## config.mk

```make
export PLATFORM = sky130hd
export DESIGN_NAME = mem_arbiter_flat
export DESIGN_NICKNAME = d
export VERILOG_FILES = /design/src/rtl/mem_arbiter_if.sv /design/src/rtl/mem_arbiter.sv /design/src/flat_wrapper.sv
export SDC_FILE = /design/constraint.sdc
export NUM_CORES = 1
export LEC_CHECK = 0
export CORE_ASPECT_RATIO = 1.1
export CORE_MARGIN = 4
export CORE_UTILIZATION = 48
export DETAILED_ROUTE_END_ITERATION = 8
export PLACE_DENSITY_LB_ADDON = 0.2
export SETUP_SLACK_MARGIN = 0.15
export SLEW_MARGIN = 20
export SYNTH_ARGS = -nofsm -noshare
export SYNTH_HDL_FRONTEND = slang
export SYNTH_SLANG_ARGS = --single-unit
```

## constraint.sdc

```tcl
create_clock -name clk -period 9.75 [get_ports clk]
set_input_delay 1.4625 -clock clk [delete_from_list [all_inputs] [get_ports clk]]
set_output_delay 1.4625 -clock clk [all_outputs]
set_load 0.05 [all_outputs]
```

## src/rtl/mem_arbiter_if.sv

```systemverilog
// Purpose : bundles the request/response wires of the three requesters,
//           the memory-controller issue/complete port and the global
//           rdy/clear/io_buffer_full controls of mem_arbiter.
// Ports   : master = requester/controller side (environment), slave = arbiter.
interface mem_arbiter_if;
  logic        rdy;
  logic        clear;
  logic        io_buffer_full;

  logic        if_req;
  logic [31:0] if_addr;
  logic        if_done;
  logic [31:0] if_data;

  logic        ld_req;
  logic [31:0] ld_addr;
  logic [1:0]  ld_size;
  logic        ld_signed;
  logic        ld_done;
  logic [31:0] ld_data;

  logic        st_req;
  logic [31:0] st_addr;
  logic [1:0]  st_size;
  logic [31:0] st_data;
  logic        st_done;

  logic        mc_valid;
  logic        mc_we;
  logic [31:0] mc_addr;
  logic [2:0]  mc_len;
  logic [31:0] mc_wdata;
  logic        mc_done;
  logic [31:0] mc_rdata;

  modport master (
    output rdy, clear, io_buffer_full,
    output if_req, if_addr,
    output ld_req, ld_addr, ld_size, ld_signed,
    output st_req, st_addr, st_size, st_data,
    output mc_done, mc_rdata,
    input  if_done, if_data, ld_done, ld_data, st_done,
    input  mc_valid, mc_we, mc_addr, mc_len, mc_wdata
  );

  modport slave (
    input  rdy, clear, io_buffer_full,
    input  if_req, if_addr,
    input  ld_req, ld_addr, ld_size, ld_signed,
    input  st_req, st_addr, st_size, st_data,
    input  mc_done, mc_rdata,
    output if_done, if_data, ld_done, ld_data, st_done,
    output mc_valid, mc_we, mc_addr, mc_len, mc_wdata
  );
endinterface

```

## src/rtl/mem_arbiter.sv

```systemverilog
// Purpose : fixed-priority (store > load > fetch) scheduler of one shared memory
//           controller, with a fetch anti-starvation guard and flush squashing.
// Latency : grant -> mc_valid next cycle; done pulse one cycle after mc_done.
// Backpr. : one access outstanding; rdy low freezes everything; I/O stores wait
//           while io_buffer_full. Ports: clk, rst (sync, high), bus (slave).
module mem_arbiter #(
  parameter int          DATA_BURST_MAX = 4,
  parameter logic [31:0] IO_BASE        = 32'h30000
) (
  input  logic          clk,
  input  logic          rst,
  mem_arbiter_if.slave  bus
);
  localparam int SW = $clog2(DATA_BURST_MAX + 1);

  typedef enum logic [1:0] {IDLE = 2'd0, ISSUE = 2'd1, WAIT = 2'd2, RESP = 2'd3} state_t;
  typedef enum logic [1:0] {OWN_IF = 2'd0, OWN_LD = 2'd1, OWN_ST = 2'd2} owner_t;

  state_t        state, state_nxt;
  owner_t        owner, owner_nxt;
  logic [SW-1:0] streak, streak_nxt;
  logic          squash, squash_nxt;
  logic          grant;
  logic          st_elig, force_if;

  logic [31:0]   addr_q, wdata_q, rdata_q, if_data_q, ld_data_q;
  logic [2:0]    len_q;
  logic [1:0]    size_q;
  logic          we_q, signed_q, done_seen;
  logic          if_done_q, ld_done_q, st_done_q;

  logic [31:0]   g_addr, g_wdata, rdata_raw, ld_ext;
  logic [1:0]    g_size;
  logic [2:0]    g_len;
  logic          g_we, g_signed;

  assign st_elig  = bus.st_req && !((bus.st_addr >= IO_BASE) && bus.io_buffer_full);
  assign force_if = bus.if_req && (streak == SW'(DATA_BURST_MAX));

  // Next state, grant selection and streak/squash bookkeeping.
  always_comb begin
    state_nxt  = state;
    owner_nxt  = owner;
    streak_nxt = streak;
    squash_nxt = squash;
    grant      = 1'b0;
    case (state)
      IDLE: begin
        squash_nxt = 1'b0;
        if (!bus.clear) begin
          if (force_if)        begin grant = 1'b1; owner_nxt = OWN_IF; end
          else if (st_elig)    begin grant = 1'b1; owner_nxt = OWN_ST; end
          else if (bus.ld_req) begin grant = 1'b1; owner_nxt = OWN_LD; end
          else if (bus.if_req) begin grant = 1'b1; owner_nxt = OWN_IF; end
        end
        if (grant) begin
          state_nxt = ISSUE;
          if (owner_nxt == OWN_IF || !bus.if_req) streak_nxt = '0;
          else if (streak != SW'(DATA_BURST_MAX)) streak_nxt = streak + 1'b1;
        end
      end
      ISSUE: begin
        state_nxt = WAIT;
        if (bus.clear && owner != OWN_ST) squash_nxt = 1'b1;
      end
      WAIT: begin
        if (bus.clear && owner != OWN_ST) squash_nxt = 1'b1;
        // A squashed read still drains from the controller, but reports nothing.
        if (bus.mc_done || done_seen) state_nxt = squash_nxt ? IDLE : RESP;
      end
      RESP:    state_nxt = IDLE;
      default: state_nxt = IDLE;
    endcase
  end

  // Access parameters of the requester being granted.
  always_comb begin
    g_we     = 1'b0;
    g_addr   = bus.if_addr;
    g_size   = 2'd2;
    g_wdata  = wdata_q;
    g_signed = 1'b0;
    case (owner_nxt)
      OWN_LD: begin
        g_addr   = bus.ld_addr;
        g_size   = bus.ld_size;
        g_signed = bus.ld_signed;
      end
      OWN_ST: begin
        g_we    = 1'b1;
        g_addr  = bus.st_addr;
        g_size  = bus.st_size;
        g_wdata = bus.st_data;
      end
      default: ;
    endcase
    case (g_size)
      2'd0:    g_len = 3'd1;
      2'd1:    g_len = 3'd2;
      default: g_len = 3'd4;
    endcase
  end

  // A completion seen while rdy was low is parked in rdata_q/done_seen.
  assign rdata_raw = bus.mc_done ? bus.mc_rdata : rdata_q;

  always_comb begin
    ld_ext = rdata_raw;
    case (size_q)
      2'd0:    ld_ext = {{24{signed_q & rdata_raw[7]}},  rdata_raw[7:0]};
      2'd1:    ld_ext = {{16{signed_q & rdata_raw[15]}}, rdata_raw[15:0]};
      default: ;
    endcase
  end

  always_ff @(posedge clk) begin
    if (rst) begin
      state     <= IDLE;
      owner     <= OWN_IF;
      streak    <= '0;
      squash    <= 1'b0;
      addr_q    <= '0;
      wdata_q   <= '0;
      rdata_q   <= '0;
      len_q     <= '0;
      size_q    <= '0;
      we_q      <= 1'b0;
      signed_q  <= 1'b0;
      done_seen <= 1'b0;
      if_data_q <= '0;
      ld_data_q <= '0;
      if_done_q <= 1'b0;
      ld_done_q <= 1'b0;
      st_done_q <= 1'b0;
    end else begin
      if (state == WAIT && bus.mc_done) begin
        done_seen <= 1'b1;
        rdata_q   <= bus.mc_rdata;
      end
      if (bus.rdy) begin
        state     <= state_nxt;
        owner     <= owner_nxt;
        streak    <= streak_nxt;
        squash    <= squash_nxt;
        if_done_q <= 1'b0;
        ld_done_q <= 1'b0;
        st_done_q <= 1'b0;
        if (grant) begin
          addr_q   <= g_addr;
          len_q    <= g_len;
          we_q     <= g_we;
          wdata_q  <= g_wdata;
          size_q   <= g_size;
          signed_q <= g_signed;
        end
        if (state == WAIT && state_nxt != WAIT) begin
          done_seen <= 1'b0;
          if (state_nxt == RESP) begin
            case (owner)
              OWN_IF:  begin if_done_q <= 1'b1; if_data_q <= rdata_raw; end
              OWN_LD:  begin ld_done_q <= 1'b1; ld_data_q <= ld_ext;    end
              default: st_done_q <= 1'b1;
            endcase
          end
        end
      end
    end
  end

  assign bus.mc_valid = (state == ISSUE) && bus.rdy;
  assign bus.mc_we    = we_q;
  assign bus.mc_addr  = addr_q;
  assign bus.mc_len   = len_q;
  assign bus.mc_wdata = wdata_q;
  // A flush landing on the response cycle suppresses read completions only.
  assign bus.if_done  = if_done_q & ~bus.clear;
  assign bus.ld_done  = ld_done_q & ~bus.clear;
  assign bus.st_done  = st_done_q;
  assign bus.if_data  = if_data_q;
  assign bus.ld_data  = ld_data_q;
endmodule

```

## src/flat_wrapper.sv

```systemverilog
// flat-port wrapper written by rule: the top's interface ports become plain ports
module mem_arbiter_flat 
#(
  parameter int          DATA_BURST_MAX = 4,
  parameter logic [31:0] IO_BASE        = 32'h30000
)
  (clk, rst, bus_rdy, bus_clear, bus_io_buffer_full, bus_if_req, bus_if_addr, bus_ld_req, bus_ld_addr, bus_ld_size, bus_ld_signed, bus_st_req, bus_st_addr, bus_st_size, bus_st_data, bus_mc_done, bus_mc_rdata, bus_if_done, bus_if_data, bus_ld_done, bus_ld_data, bus_st_done, bus_mc_valid, bus_mc_we, bus_mc_addr, bus_mc_len, bus_mc_wdata);
  mem_arbiter_if bus_i ();
  input  logic clk;
  input  logic rst;
  input wire logic [$bits(bus_i.rdy)-1:0] bus_rdy;
  input wire logic [$bits(bus_i.clear)-1:0] bus_clear;
  input wire logic [$bits(bus_i.io_buffer_full)-1:0] bus_io_buffer_full;
  input wire logic [$bits(bus_i.if_req)-1:0] bus_if_req;
  input wire logic [$bits(bus_i.if_addr)-1:0] bus_if_addr;
  input wire logic [$bits(bus_i.ld_req)-1:0] bus_ld_req;
  input wire logic [$bits(bus_i.ld_addr)-1:0] bus_ld_addr;
  input wire logic [$bits(bus_i.ld_size)-1:0] bus_ld_size;
  input wire logic [$bits(bus_i.ld_signed)-1:0] bus_ld_signed;
  input wire logic [$bits(bus_i.st_req)-1:0] bus_st_req;
  input wire logic [$bits(bus_i.st_addr)-1:0] bus_st_addr;
  input wire logic [$bits(bus_i.st_size)-1:0] bus_st_size;
  input wire logic [$bits(bus_i.st_data)-1:0] bus_st_data;
  input wire logic [$bits(bus_i.mc_done)-1:0] bus_mc_done;
  input wire logic [$bits(bus_i.mc_rdata)-1:0] bus_mc_rdata;
  output wire logic [$bits(bus_i.if_done)-1:0] bus_if_done;
  output wire logic [$bits(bus_i.if_data)-1:0] bus_if_data;
  output wire logic [$bits(bus_i.ld_done)-1:0] bus_ld_done;
  output wire logic [$bits(bus_i.ld_data)-1:0] bus_ld_data;
  output wire logic [$bits(bus_i.st_done)-1:0] bus_st_done;
  output wire logic [$bits(bus_i.mc_valid)-1:0] bus_mc_valid;
  output wire logic [$bits(bus_i.mc_we)-1:0] bus_mc_we;
  output wire logic [$bits(bus_i.mc_addr)-1:0] bus_mc_addr;
  output wire logic [$bits(bus_i.mc_len)-1:0] bus_mc_len;
  output wire logic [$bits(bus_i.mc_wdata)-1:0] bus_mc_wdata;
  assign bus_i.rdy = bus_rdy;
  assign bus_i.clear = bus_clear;
  assign bus_i.io_buffer_full = bus_io_buffer_full;
  assign bus_i.if_req = bus_if_req;
  assign bus_i.if_addr = bus_if_addr;
  assign bus_i.ld_req = bus_ld_req;
  assign bus_i.ld_addr = bus_ld_addr;
  assign bus_i.ld_size = bus_ld_size;
  assign bus_i.ld_signed = bus_ld_signed;
  assign bus_i.st_req = bus_st_req;
  assign bus_i.st_addr = bus_st_addr;
  assign bus_i.st_size = bus_st_size;
  assign bus_i.st_data = bus_st_data;
  assign bus_i.mc_done = bus_mc_done;
  assign bus_i.mc_rdata = bus_mc_rdata;
  assign bus_if_done = bus_i.if_done;
  assign bus_if_data = bus_i.if_data;
  assign bus_ld_done = bus_i.ld_done;
  assign bus_ld_data = bus_i.ld_data;
  assign bus_st_done = bus_i.st_done;
  assign bus_mc_valid = bus_i.mc_valid;
  assign bus_mc_we = bus_i.mc_we;
  assign bus_mc_addr = bus_i.mc_addr;
  assign bus_mc_len = bus_i.mc_len;
  assign bus_mc_wdata = bus_i.mc_wdata;
  mem_arbiter #(.DATA_BURST_MAX(DATA_BURST_MAX), .IO_BASE(IO_BASE)) u_core (.clk(clk), .rst(rst), .bus(bus_i));
endmodule
```

==> flow_summary.toml <==
[worst_setup_path]
worst_path_dominant_cell_family = "simple AND/OR/NAND/NOR gates"
timing.rr.end = "u_core.bus.if_data[9]$_SDFFE_PP0P_"
r2r_start = "u_core.state[0]$_SDFFE_PP0P_"
cpPeakStageDelay_ns = 0.62
path_class = "in2reg"
worstPathCellList = "clkdlybuf4s50_1 -> or4_4 -> o41ai_4 -> and2_1 -> nor2_1 -> o21ai_0 -> and2_1 -> ha_1 -> buf_4 -> and2_2 -> nand2_1 -> a21oi_1"
cp_max_fo = 36
startpoint_type = "primary input"
path_common_cell = "and2_1"
worst-path-buf-inv = 2
ff2ff_path_depth = 9
r2r_slack_ns = 6.23
crit_path_end_kind = "register"
arrival_ns = 5.09
cp.required_ns = 10.10
worst_path_max_delay_cell = "and2_2"

[placement]
dp.final_hpwl_mm = 18.5
place_area_sq_mm = 0.0113
portBuffers = 309
routabilityCongestion = 0.882
dp_cells = 1501

[grt]
overflow = 0
grt_max_degree = 94
grt_pass1_wl_mm = 40.9
antenna_found_initial = 2
grt_pass1_vias = 7771
grt_usage_pct = 26.0

[cts]
clk_pin_slew_ns = 0.07
root_buffer = "clkbuf_16"
cts_tree = "yes"
cts_made_buffers = 17
cts_setup_buffers = 0
clkSinkCount = 179
cts_resized = 0
clock_latency_ns = 0.43
cts_max_level = 4
cts-hold-fix-buffers = 0
cts_buffer_depth = 2

[floorplanning]
die_h_microns = 146
rows = 50
core_area_sq_mm = 0.0170
die_w_microns = 133
start_util_pct = 48.8
pin_count = 310
fp.dieArea_sq_mm = 0.0194

[worst_hold_path]
min_path_cells = 2
hold_end = "u_core.bus.ld_data[28]$_SDFFE_PP0P_"
hp-start = "u_core.bus.ld_data[28]$_SDFFE_PP0P_"
hold_path.class = "reg2reg"

[timing]
max_freq_mhz = 211
worst-slew-pin-transition_ns = 1.04
post-route-period-util_pct = 48.7
setup_violations = 0
rsz0062_at_grt = "no"
final.setup.tns_ns = 0
hold_viol = 0
slew_headroom_pct = 30.9
fin_skew_ns = 0.0103
period_needed_ns = 4.75
drv_slew = 0

[layout]
fill_cells = 1384
design_area_sq_mm = 0.0120
nets = 1469
stdcell_count = 1534
drive_gt1_share_pct = 7.09
area_delta_synth_final_pct = 45.1

[synthesis]
muxShareOfSynthArea_pct = 4.37
synth_nets = 1216
synth_top_family_by_area = "compound AO/OA/AOI/OAI gates"
netlist_top_cells_count = "273 x nand2_1, 179 x dfxtp_1, 153 x a21oi_1"
yosys_register_bits = 179
yosysTopAreaCellShare_pct = 43.3
yosysTopAreaCell = "dfxtp_1"
synthAdderAreaFrac_pct = 1.36
synth_top_flop_cell = "dfxtp_1"
syn_area_per_cell_sq_um = 8.01
synth_simple_gate_area_share_pct = 20.8
syn_inst = 1033
synthDistinctLibCells = 57
synth_compound_area_share_pct = 24.4
ys_seq_area_share_pct = 43.3
synth.most_common_cell = "nand2_1"
ys_async_sr_fraction_pct = 0
synthTopCellsByArea = "dfxtp_1 43%, nand2_1 12%, a21oi_1 9.2%, mux2i_1 4.2%, a211oi_2 3.5%"
synthesis.area_sq_mm = 0.00828
yosysWarnings = 0
synth_edf_count = 0
synth-xor-area-share_pct = 0

[route]
detail_route.wl_per_cell_microns = 17.0
via_per_inst = 5.31
drtPass1Iterations = 4
num_vias = 8147
wl_mm = 26.1
antenna_left = 0
drt_iter0_drc = 481
drc = 0

[run_status]
status = "completed"

[power_and_ir_drop]
p_per_area_mw_per_mm2 = 151
static-leakage-power_uw = 0.00421
irDropWorstVdd_mv = 0.139

[flow_run]
drv_cap = 0
how the worst max path moves through the flow:
| stage | from | to | slack (ns) | depth (start not counted) |
|---|---|---|---|---|
| after floorplan | bus_st_addr[31] | u_core.bus.mc_addr[13]$_SDFFE_PP0P_ | 5.57 | 13 |
| after global placement | bus_st_addr[31] | u_core.bus.mc_wdata[25]$_SDFFE_PP0P_ | 4.40 | 12 |
| after detailed placement | bus_st_addr[31] | u_core.bus.mc_wdata[25]$_SDFFE_PP0P_ | 4.27 | 12 |
| after CTS | bus_st_addr[31] | u_core.bus.mc_wdata[25]$_SDFFE_PP0P_ | 4.69 | 12 |
| after global routing | bus_st_addr[31] | u_core.bus.mc_wdata[23]$_SDFFE_PP0P_ | 4.82 | 12 |
| final | bus_st_addr[31] | u_core.bus.mc_wdata[25]$_SDFFE_PP0P_ | 5.00 | 12 |
worst register-to-register path, stage by stage (launching register included):
cell and delay [ns]:
dfxtp_1 0.34, inv_1 0.15, ha_1 0.29, inv_1 0.08, a2111oi_0 0.43, o21bai_1 0.21, a2bb2oi_4 0.51, buf_4 0.54
and2_4 0.66, a211oi_2 0.15
routing by layer:
layer | share of wire [%] | wire length, microns | GRT usage, % | up-vias
met4 | 1.9 | 485 | 7.92 | 0
met2 | 51 | 13300 | 45.6 | 262
met5 | 0 | 0 | 0 | -
li1 | - | - | - | 4066
met3 | 7.8 | 2050 | 8.30 | 32
met1 | 39 | 10200 | 30.2 | 3787
flip-flops by register name, summed over array words and instances, names as in the netlist, 2 cells and up:
register,flops
u_core.bus.ld_data,32
u_core.bus.mc_addr,32
u_core.owner,2
u_core.streak,3
u_core.bus.mc_wdata,32
u_core.bus.if_data,32
u_core.bus.mc_len,3
u_core.state,2
u_core.size_q,2
u_core.rdata_q,32
area by class of cell:
type                    instances  area (sq um)  share of cell area [%]
diodes                          2          5.00                  0.0417
clock buffers                  18           439                    3.66
clock inverters                13           245                    2.04
inverters                       8          30.0                   0.250
multi-input cells             758          4230                    35.2
flip-flops and latches        179          3580                    29.8
well taps                     234           293                    2.44
repair buffers                322          3190                    26.5
cell usage in the layout, fill, tap and decap left out, types with 25 or more instances in the layout:
cell,n
nand2b_1,25
nand2_1,272
dfxtp_1,179
a21oi_1,153
a22oi_1,33
o21ai_0,39
mux2i_1,35
clkdlybuf4s50_1,307
nand3_1,38
nor2_1,27
per-stage QoR:
stage               utilization (%)  setup WS, ns  hold WS, ns  power, uW
global route                   70.8          4.82        0.467       1870
global placement               66.8          4.40        0.437       1030
floorplan                         -          5.57        0.434        912
CTS                            70.8          4.69        0.450       1820
finish                         70.8          5.00        0.447       1810
detailed placement             66.8          4.27        0.440       1030
where the power goes:
part	switching [uW]	internal [uW]	total, uW
clock	299	492	791
combinational	148	119	267
sequential	9.00	743	752
logic make-up after synthesis:
kind of cell / count (synthesis)
and+or+nand+nor: 399
AOI/OAI and AO/OA: 314
DFF: 179
buffers and inverters: 96
muxes: 36
adders and majority gates: 9
Note: power is estimated with default switching activity, not from simulation.
